$ cat config.mk
export PLATFORM = sky130hd
export DESIGN_NAME = adc_serial_responder
export DESIGN_NICKNAME = d
export VERILOG_FILES = /design/src/rtl/adc_serial_responder.sv
export SDC_FILE = /design/constraint.sdc
export NUM_CORES = 1
export LEC_CHECK = 0
export ABC_AREA = 1
export BUFFER_PORTS_ARGS = -buffer_cell sky130_fd_sc_hd__buf_2
export CELL_PAD_IN_SITES_DETAIL_PLACEMENT = 0
export CELL_PAD_IN_SITES_GLOBAL_PLACEMENT = 1
export CORE_MARGIN = 2
export CORE_UTILIZATION = 38
export DETAILED_ROUTE_END_ITERATION = 8
export HOLD_SLACK_MARGIN = 0.06
export PLACE_DENSITY = 0.82
export SETUP_SLACK_MARGIN = 0.2
export SLEW_MARGIN = 20
export SYNTH_ARGS = -nofsm -noshare
export SYNTH_HDL_FRONTEND = slang
export SYNTH_SLANG_ARGS = --single-unit
$ cat constraint.sdc
create_clock -name Clk -period 1.6 [get_ports Clk]
set_clock_uncertainty 0.1 [all_clocks]
set_input_delay 0.4 -clock Clk [delete_from_list [all_inputs] [get_ports Clk]]
set_output_delay 0.4 -clock Clk [all_outputs]
set_load 0.005 [all_outputs]
$ cat src/rtl/adc_serial_responder.sv
// Device-side model of the 3-wire serial ADC link: answers a reader's nCS/SClk
// frames with {LeadingZeros zeros, sample} shifted out MSB-first on Data.
module adc_serial_responder #(
  parameter int Width        = 12,
  parameter int LeadingZeros = 4,
  parameter int SyncStages   = 2
) (
  input  logic             Clk,
  input  logic             Reset,
  input  logic             nCS,
  input  logic             SClk,
  output logic             Data,
  output logic             Data_Enable,
  input  logic [Width-1:0] Sample,
  input  logic             Sample_Valid,
  output logic             Sample_Ready,
  output logic             Frame_Done,
  output logic             Frame_Abort,
  output logic [7:0]       Stale_Count
);

  localparam int N    = LeadingZeros + Width;
  localparam int CntW = $clog2(N + 1);

  typedef enum logic [1:0] {IDLE, SHIFT, TAIL} state_t;

  logic [SyncStages-1:0] ncs_sync, sclk_sync, flush;
  logic ncs_prev, sclk_prev, armed;
  logic ncs_s, sclk_s, ncs_fall, ncs_rise, sclk_fall;

  state_t           state_q, state_d;
  logic [N-1:0]     shift_q, shift_d;
  logic [CntW-1:0]  cnt_q, cnt_d;
  logic             de_q, de_d;
  logic             done_q, done_d;
  logic             abort_q, abort_d;
  logic [Width-1:0] pend_q, pend_d;
  logic             pend_full_q, pend_full_d;
  logic [Width-1:0] last_q, last_d;
  logic [7:0]       stale_q, stale_d;
  logic [Width-1:0] frame_src;
  logic             accept;

  // Synchronisers plus one edge-detect flop per line; all reset to idle-high.
  always_ff @(posedge Clk) begin
    // NOTE: state elements use non-blocking assignments so every flop samples
    // the pre-edge value of its neighbours, independent of statement order.
    if (Reset) begin
      ncs_sync  <= '1;
      sclk_sync <= '1;
      ncs_prev  <= 1'b1;
      sclk_prev <= 1'b1;
      flush     <= '0;
      armed     <= 1'b0;
    end else begin
      ncs_sync  <= {ncs_sync[SyncStages-2:0], nCS};
      sclk_sync <= {sclk_sync[SyncStages-2:0], SClk};
      ncs_prev  <= ncs_s;
      sclk_prev <= sclk_s;
      flush     <= {flush[SyncStages-2:0], 1'b1};
      armed     <= armed | (flush[SyncStages-1] & ncs_s);
    end
  end

  assign ncs_s     = ncs_sync[SyncStages-1];
  assign sclk_s    = sclk_sync[SyncStages-1];
  // A frame may only start once a genuine high nCS has been seen after reset,
  // so a reader holding nCS low through reset cannot trigger a false frame.
  assign ncs_fall  = armed & ncs_prev & ~ncs_s;
  assign ncs_rise  = ~ncs_prev & ncs_s;
  assign sclk_fall = sclk_prev & ~sclk_s;

  assign accept    = Sample_Valid & ~pend_full_q;
  assign frame_src = pend_full_q ? pend_q : last_q;

  always_comb begin
    // NOTE: every variable gets a default first so no path leaves it
    // unassigned, which would otherwise infer a latch.
    state_d     = state_q;
    shift_d     = shift_q;
    cnt_d       = cnt_q;
    de_d        = de_q;
    done_d      = 1'b0;
    abort_d     = 1'b0;
    pend_d      = pend_q;
    pend_full_d = pend_full_q;
    last_d      = last_q;
    stale_d     = stale_q;

    if (accept) begin
      pend_d      = Sample;
      pend_full_d = 1'b1;
    end

    case (state_q)
      IDLE: begin
        if (ncs_fall) begin
          shift_d              = '0;
          shift_d[Width-1:0]   = frame_src;
          last_d               = frame_src;
          cnt_d                = CntW'(1);
          de_d                 = 1'b1;
          state_d              = SHIFT;
          // A sample accepted in this same cycle becomes the next pending one.
          pend_full_d          = accept;
          if (!pend_full_q && stale_q != 8'hFF) stale_d = stale_q + 8'd1;
        end
      end
      SHIFT: begin
        if (ncs_rise) begin
          abort_d = 1'b1;
          de_d    = 1'b0;
          state_d = IDLE;
        end else if (sclk_fall) begin
          shift_d = {shift_q[N-2:0], 1'b0};
          if (cnt_q == CntW'(N)) begin
            done_d  = 1'b1;
            state_d = TAIL;
          end else begin
            cnt_d = cnt_q + 1'b1;
          end
        end
      end
      TAIL: begin
        if (ncs_rise) begin
          de_d    = 1'b0;
          state_d = IDLE;
        end
      end
      default: state_d = IDLE;
    endcase
  end

  always_ff @(posedge Clk) begin
    if (Reset) begin
      state_q     <= IDLE;
      shift_q     <= '0;
      cnt_q       <= '0;
      de_q        <= 1'b0;
      done_q      <= 1'b0;
      abort_q     <= 1'b0;
      pend_q      <= '0;
      pend_full_q <= 1'b0;
      last_q      <= '0;
      stale_q     <= '0;
    end else begin
      state_q     <= state_d;
      shift_q     <= shift_d;
      cnt_q       <= cnt_d;
      de_q        <= de_d;
      done_q      <= done_d;
      abort_q     <= abort_d;
      pend_q      <= pend_d;
      pend_full_q <= pend_full_d;
      last_q      <= last_d;
      stale_q     <= stale_d;
    end
  end

  assign Data         = shift_q[N-1];
  assign Data_Enable  = de_q;
  assign Sample_Ready = ~pend_full_q;
  assign Frame_Done   = done_q;
  assign Frame_Abort  = abort_q;
  assign Stale_Count  = stale_q;

endmodule

### Word level (Yosys, flattened, before mapping)

Cells that the tools add are included.

* add/subtract/negate cells: 2
* equal/unequal tests: 12
* muxes and demuxes: 25
* bitwise logic cells: 13
* reductions and logical operators: 14

Operators by type and width (number)
* 16-bit two-way mux: 3
* 16-bit case mux with 2 select lines: 1
* 5-bit two-way mux: 4
* 12-bit two-way mux: 1
* 2-bit two-way mux: 5
* 2-bit inequality test, second input constant: 5
* 5-bit case mux with 2 select lines: 1
* 8-bit by 1-bit adder with 8-bit output, second input constant: 1
* 1-bit two-way mux: 8
* 8-bit inequality test, second input constant: 1
* 4-bit AND reduction: 2
* 1-bit bitwise AND: 6
* 3-bit inequality test, second input constant: 2
* 1-bit NOT: 6
* 2-bit case mux with 3 select lines: 1
* 3-bit AND reduction: 2
* 5-bit by 1-bit adder with 5-bit output, second input constant: 1
* 5-bit == test, second input constant: 1
* 5-bit AND reduction: 1
* 2-bit nonzero test: 2
* 2-bit OR reduction: 2
* 4-bit OR reduction: 1
* 2-bit by 1-bit == test with 1-bit output, second input constant: 1
* 2-bit == test, second input constant: 1
* 7 further kinds: 7

* flip-flop bits (word level): 68
* input port bits: 17
* output and inout bits: 13
* logic and storage cells: 83

### Depth between registers and ports, before layout

Gate-level depths: netlist (run 1).

* depth in word-level cells: 5
* depth in mapped cells: 10
* mapped depth without buffers: 10

### Worst setup path after synthesis (run 1)

Ideal clock, no wire load.

* kind: register -> register
* start: reg state_q[1]
* end: reg cnt_q[3]
* setup time: 0.113 ns
* arrival time: 1.298 ns
* required time: 1.387 ns
* setup slack: 0.089 ns
* stages on the path, launching flop included: 10
* buffers on the path: 1
* period minus slack after synthesis: 1.511 ns
* cell sequence: dfxtp_1 -> inv_1 -> ha_1 -> buf_2 -> nor2_1 -> a21oi_2 -> nand3_1 -> clkinv_1 -> nor2_1 -> nor2_1

* word-level cells in the longest chain between the ends: 3
* elaborated cells between the ends (all ways): 9
* those cells by class: eq/ne: 5; mux: 1; reduce/logical: 3

Ends and longest elaborated chain
* start: declaration: RTL line 31 `state_t state_q, state_d;`
* start signal: assignment: RTL line 147 `state_q <= state_d;`
* 2-bit by 1-bit == test with 1-bit output / 2-bit logical NOT (equally long branches): RTL line 95 `case (state_q)`
* 2-bit inequality test (no line) / 2-bit nonzero test (equally long branches)
* 5-bit AND reduction (no line)
* end signal: assignment: RTL line 149 `cnt_q <= cnt_d;`
* end: declaration: RTL line 33 `logic [CntW-1:0] cnt_q, cnt_d;`

Parallel ways exist; a longest one is shown, timed or not.
A chain may end at the register's enable or synchronous reset.

### Worst setup path in the final report (run 1)

* start: reg state_q[0]
* end: reg shift_q[6]

* word-level cells in the longest chain between the ends: 3
* elaborated cells between the ends (all ways): 8
* those cells by class: eq/ne: 4; mux: 1; reduce/logical: 3

Ends and longest elaborated chain
* 2-bit by 1-bit == test with 1-bit output / 2-bit logical NOT (equally long branches): RTL line 95
* 2-bit inequality test (no line) / 2-bit nonzero test (equally long branches)
* 4-bit AND reduction (no line)
* end signal: assignment: RTL line 148 `shift_q <= shift_d;`
* end: declaration: RTL line 32 `logic [N-1:0] shift_q, shift_d;`

Parallel ways exist; a longest one is shown, timed or not.

==> results.md, run 1 <==
* Wire per inst at 11.5 um
* Ports at 30
* Die height at 93.0 um
* Cell family with most CP delay: flip-flops
* Arr. time, crit path at 1590 ps
* Avg Vias per Cell at 4.73
* Inserted Clock Buffers at 9
* Final net count at 492
* Final hold violation count at 0
* HPWL after DPL at 4400 um
* DRT antenna net count at 0
* Post-CTS Hold Buffers at 0
* Die ar. at 8640 um^2
* CTS tree: done
* Hold depth at 2
* Pleak at 1.56 nW
* Cell area power density at 1220 nW/um^2
* GRT Util Overall at 16.9%
* Fmax at 688 MHz
* Placed cell areas at 3370 um^2
* # port buffers at 29
* Clock latency on the worst-skew pair at 340 ps
* Tightest Hold Check Type: in -> reg
* Critical Path Max Stage Delay at 380 ps
* Slew @ Worst Pin at 278 ps
* Peak supply drop at 0.000556 V
* R2R depth at 7
* Crit path cell chain: inv_4, ha_4, buf_6, a21oi_4, nand2_4, nand2_1, a21oi_1
* Synth warn at 0
* Seq cells post-synth at 68
* TNS Setup at 0 ps
* Cells after Synth at 424
* WL final at 6600 um
* Largest net degree at the start of global routing at 35
* Synth-to-layout area growth at 25.2%
* Max-cap violation count at 0
* CP Data Required Time at 1730 ps
* Sequential fraction of the synthesis area at 45.3%
* Clk sinks at 68
* Vias in the first global route at 2620
* Worst setup EP type: flop
* Fin crit period at 1450 ps
* Starting density of the core at 39.1%
* Syn Nets at 447
* Max FO, Critical Path at 16
* Root buffer cell: clkbuf_8
* Synthesized cell area at 3010 um^2
* Worst Setup Start Kind: flop
* Crit path depth at 7
* Slew Limit Fails at 0
* Avg Cell Area, Syn at 7.09 um^2
* Critical-path top delay cell: dfxtp_4
* Final setup fails at 0
* Critical setup path kind: reg -> reg
* # rows at 32
* Slew headroom at 81.4%
* Congestion Overflow GR at 0
* Initial antenna violation count at 0
* Register area at 1380 um^2
* Max clock buf depth at 2
* Multi-input gate area at 1550 um^2
* Tcrit/Tclk final at 90.9%
* Die outline width at 93.0 um
* First-pass GRT wire length at 11500 um
* Diode count at 0
* 1st-iter DRT viols at 86
* Buffers & Inverters on Critical Path at 2
* RePlAce Congestion at 0.771
* Share of cells above drive strength 1 at 25.4%
* First-pass DRT Iterations at 4
* Clock edge transition at the registers on the reported setup and hold paths at 70 ps
* Final Cell Area at 3760 um^2
* Status: completed
* Core ar. at 7690 um^2
* Filler cells at 771
* H-tree level count at 3
* Vias at 2721
* RSZ-0062 raised after global routing: true
* Synth unique cells at 29
* DRC at 0
[area by class of cell]
class | instances | area share, %
Clock buffer | 14 | 4.32
Clock inverter | 1 | 0.199
Inverter | 39 | 4.26
Multi-Input combinational cell | 299 | 41.3
Sequential cell | 68 | 36.7
Tap cell | 102 | 3.39
Timing Repair Buffer | 52 | 9.84
[sequential cells by signal (all words and copies together) (netlist names)]
signal,cells
pend_q,12
shift_q,16
ncs_sync,2
state_q,2
last_q,12
Stale_Count,8
Frame_Done,1
ncs_prev,1
pend_full_q,1
armed,1
Frame_Abort,1
Data_Enable,1
sclk_prev,1
flush,2
sclk_sync,2
cnt_q,5
[synthesized netlist by cell type (all sizes together)]
master / number / share of area (%)
buf: 9 / 1.8
nor2: 49 / 6.6
nand4: 5 / 1.2
clkinv: 4 / 0.54
clkbuf: 10 / 1.2
a21oi: 44 / 7.6
or2: 5 / 1.0
nor3: 1 / 0.17
nand2: 123 / 16
inv: 35 / 4.4
nand3: 17 / 3.0
o21ai: 39 / 6.6
o21bai: 1 / 0.25
xor2: 4 / 1.2
dfxtp: 68 / 45
nand3b: 2 / 0.50
ha: 6 / 2.5
o21a: 2 / 0.50
[what timing repair did]
action	CTS	global route
endpoints found under the hold margin	0	0
pin swaps	4	7
endpoints found under the setup margin	50	48
setup buffers	7	1
cloned	1	0
gates resized for setup	25	23
[power by group]
group          switching [mW]  internal, mW  leakage [nW]
Combinational           0.844         0.562         0.921
Clock                   0.616         0.641        0.0828
Sequential             0.0930          1.82         0.560
[metrics by stage]
step / power (mW) / hold slack [ps] / utilization (%) / std cells / setup slack (ps)
after floorplan: 2.87 / 288 / - / 424 / 193
after global placement: 3.15 / 292 / 43.9 / 551 / 63.5
after detailed placement: 3.16 / 299 / 43.9 / 551 / 36.9
after CTS: 4.58 / 123 / 48.0 / 574 / 112
after global routing: 4.87 / 125 / 49.0 / 575 / 31.1
final: 4.58 / 138 / 49.0 / 575 / 146
[worst paths after layout]
path	slack, ps	to	startpoint
setup / recovery	150	shift_q[6]	state_q[0]
hold reg to reg	300	flush[1]	flush[0]
hold / removal	140	sclk_sync[0]	SClk
setup reg to reg	150	shift_q[6]	state_q[0]
[per-layer routing]
metal	vias to the layer above	GRT usage [%]	share of wire [%]
met5	-	0	0
li1	1438	-	-
met1	1236	19.6	45
met3	11	5.37	3.3
met2	36	29.1	50
met4	0	6.25	1.8
[cell families (layout without fill, tap and decap cells)]
family | count (synthesis) | in the layout | share of synthesized area, %
AO/OA/AOI/OAI | 86 | 86 | 14.9
XOR/XNOR | 4 | 4 | 1.17
adder cells (fa/ha/maj) | 6 | 6 | 2.50
buffers and inverters | 58 | 106 | 7.95
flip-flops | 68 | 68 | 45.3
AND/OR/NAND/NOR | 202 | 203 | 28.2
[layout by cell type, fill, tap and decap left out, drive strengths merged, types with 2 or more instances in the layout]
| cell | Yosys | layout |
|---|---|---|
| nand2 | 123 | 123 |
| dfxtp | 68 | 68 |
| buf | 9 | 52 |
| nor2 | 49 | 50 |
| a21oi | 44 | 44 |
| o21ai | 39 | 39 |
| inv | 35 | 37 |
| nand3 | 17 | 17 |
| clkbuf | 10 | 14 |
| ha | 6 | 6 |
| or2 | 5 | 5 |
| nand4 | 5 | 5 |
| xor2 | 4 | 4 |
| nand3b | 2 | 2 |
| o21a | 2 | 2 |
| clkinv | 4 | 2 |
No activity file was read; power rests on OpenSTA's default activity.
==> inputs of run 2 (changes only) <==
--- a/config.mk
+++ b/config.mk
@@ -5,15 +5,14 @@
 export SDC_FILE = /design/constraint.sdc
 export NUM_CORES = 1
 export LEC_CHECK = 0
-export ABC_AREA = 1
 export BUFFER_PORTS_ARGS = -buffer_cell sky130_fd_sc_hd__buf_2
 export CELL_PAD_IN_SITES_DETAIL_PLACEMENT = 0
 export CELL_PAD_IN_SITES_GLOBAL_PLACEMENT = 1
 export CORE_MARGIN = 2
-export CORE_UTILIZATION = 38
+export CORE_UTILIZATION = 44
 export DETAILED_ROUTE_END_ITERATION = 8
 export HOLD_SLACK_MARGIN = 0.06
-export PLACE_DENSITY = 0.82
+export PLACE_DENSITY = 0.85
 export SETUP_SLACK_MARGIN = 0.2
 export SLEW_MARGIN = 20
 export SYNTH_ARGS = -nofsm -noshare
==> constraint.sdc (replaced) <==
create_clock -name Clk -period 1.51 [get_ports Clk]
set_clock_uncertainty 0.1 [all_clocks]
set_input_delay 0.3775 -clock Clk [delete_from_list [all_inputs] [get_ports Clk]]
set_output_delay 0.3775 -clock Clk [all_outputs]
set_load 0.005 [all_outputs]
==> run 2 against run 1 <==
  * The flow now finishes with violations (setup timing)
  * Fmax shrank 15%
  * Wire length up 10%
  * Combinational power is 74% lower
  * Register-to-register slack worse by 350 ps
  * Critical path type unchanged
  * Critical endpoint is now Stale_Count[7]
==> results.md, run 2 <==
* Slew headroom at 73.3%
* # port buffers at 29
* Max reg flops at 16
* Slew @ Worst Pin at 400 ps
* Fmax at 583 MHz
* Synth Flop Type: dfxtp_1
* Initial antenna violation count at 0
* Post-CTS Hold Buffers at 0
* Max-cap violation count at 0
* Fin crit period at 1720 ps
* DP Worst Slack at -221 ps
* Cell area power density at 930 nW/um^2
* Sw power at 936 uW
* Synth unique cells at 45
* Clock latency on the worst-skew pair at 340 ps
* Ports at 30
* Post-synthesis async set-or-reset flop share at 0%
* Sequential fraction of the synthesis area at 45.9%
* Avg Cell Area, Syn at 8.78 um^2
* Pwr Total at 3.87 mW
* Congestion Overflow GR at 0
* Worst setup margin at -206 ps
* Syn Nets at 361
* Diode count at 0
* H-tree level count at 3
* Slew Limit Fails at 0
* Status: finished, violations left
* Vias in the first global route at 2515
* 1st-iter DRT viols at 124
* Die ar. at 7410 um^2
* TNS Setup at -3180 ps
* Synth-to-layout area growth at 40.3%
* Top flop regs: shift_q x16, last_q x12, pend_q x12
* Gate power share at 9.4%
* Synthesized cell area at 2970 um^2
* Critical setup path kind: reg -> reg
* Internal at 2.93 mW
* R2R depth at 6
* Largest area contributor in the netlist: dfxtp_1
* RePlAce Congestion at 0.818
* Worst setup EP type: flop
* Largest net degree at the start of global routing at 64
* Most frequent cells in the layout: dfxtp_1, nand2_1, buf_4, a21oi_1, buf_6
* HPWL after DPL at 4290 um
* Final setup fails at 41
* Most common library cell in the layout ignoring fill and taps: dfxtp_1
* Peak supply drop at 0.000590 V
* CTS tree: done
* GRT Util Overall at 20.1%
* Cells after Synth at 338
* Tcrit/Tclk final at 114%
* Starting density of the core at 46.2%
* Most common cell in the netlist: dfxtp_1
* Vias at 2729
* Avg Vias per Cell at 5.55
* Final Cell Area at 4160 um^2
* Synth warn at 0
* Seq cells post-synth at 68
* RSZ-0062 raised after global routing: true
* Clk network pwr share at 42.2%
* Placed cell areas at 3500 um^2
* First-pass GRT wire length at 11800 um
* Wire per inst at 14.8 um
* Die height at 86.1 um
* CP Data Required Time at 1680 ps
* Clock edge transition at the registers on the reported setup and hold paths at 70 ps
* Share of cells above drive strength 1 at 39.5%
* Violated checks: setup timing
* Final net count at 433
* Core ar. at 6420 um^2
* Max clock buf depth at 2
* Worst Setup Start Kind: flop
* Post-synth top cells: dfxtp_1, nand2_1, a21oi_1
* Root buffer cell: clkbuf_8
* Final hold violation count at 0
* Max FO, Critical Path at 7
* Sw Share at 24.2%
* Synth top area cells: dfxtp_1, a21oi_1, nand2_1
* Pleak at 1.60 nW
* Tightest Hold Check Type: in -> reg
* Biggest register: shift_q
* Die outline width at 86.1 um
* WL final at 7260 um
* Clk sinks at 68
* DRC at 0
* DRT antenna net count at 0
* First-pass DRT Iterations at 4
* # rows at 29
* Final core occ at 64.8%
* Arr. time, crit path at 1890 ps
* Inserted Clock Buffers at 9
* Top-area cell type share of the netlist area at 45.9%
* Sequential share of power at 48.4%
* Number of enable flip-flop cells after synthesis at 0
* Hold depth at 2
[run 2: logic make-up after synthesis]
family | synth area share (%)
adder cells (fa/ha/maj) | 2.53
XOR/XNOR | 0.295
buffers and inverters | 5.65
AND/OR/NAND/NOR | 17.5
flip-flops | 45.9
multiplexers | 5.40
AO/OA/AOI/OAI | 22.7
[run 2: worst max-delay path, cell delays in order (launching register included)]
cell and delay [ps]:
dfxtp_2 330, inv_2 70, ha_4 140, and4b_2 260
o211ai_4 110, or4_4 500, a21oi_2 140
[run 2: cell type report]
cell class,instances,area [um^2]
Fill cell,511,2260
Multi-Input combinational cell,233,1670
Sequential cell,68,1390
Timing Repair Buffer,86,727
Clock buffer,9,124
Tap cell,77,96.3
Clock inverter,7,91.3
Inverter,11,58.8
Timing Repair inverter,1,8.76
[run 2: metal layers]
metal  global-route usage [%]  part of all wire (%)  routed length, um
met1                     26.7                    47               3390
met2                     31.3                    48               3520
met3                     4.14                   3.2                235
met4                     9.24                   1.5                110
met5                        0                     0                  0
[run 2: what timing repair did]
action | CTS | global route
cloned | 0 | 1
resized for setup | 70 | 18
setup buffers | 12 | 4
setup endpoints to repair | 68 | 55
pin swaps | 30 | 8
[run 2: path summary, 6_finish.rpt]
kind | from | endpoint | slack (ps)
max | state_q[0] | Stale_Count[7] | -210
min | nCS | ncs_sync[0] | 120
max reg2reg | state_q[0] | Stale_Count[7] | -210
min reg2reg | sclk_sync[0] | sclk_sync[1] | 320
[run 2: stage by stage]
step,std cells,hold slack (ps)
final,492,120
after CTS,487,102
after global placement,459,295
after floorplan,338,289
after detailed placement,459,297
after global routing,492,107
[run 2: power groups by stage]
| stage | sequential, mW | combinational (mW) | clock (mW) |
|---|---|---|---|
| final | 1.87 | 0.366 | 1.63 |
| after global routing | 1.88 | 0.398 | 1.74 |
| after CTS | 1.87 | 0.345 | 1.66 |
| after detailed placement | 1.91 | 0.307 | 0 |
| after global placement | 1.91 | 0.303 | 0 |
| after floorplan | 1.91 | 0.205 | 0 |
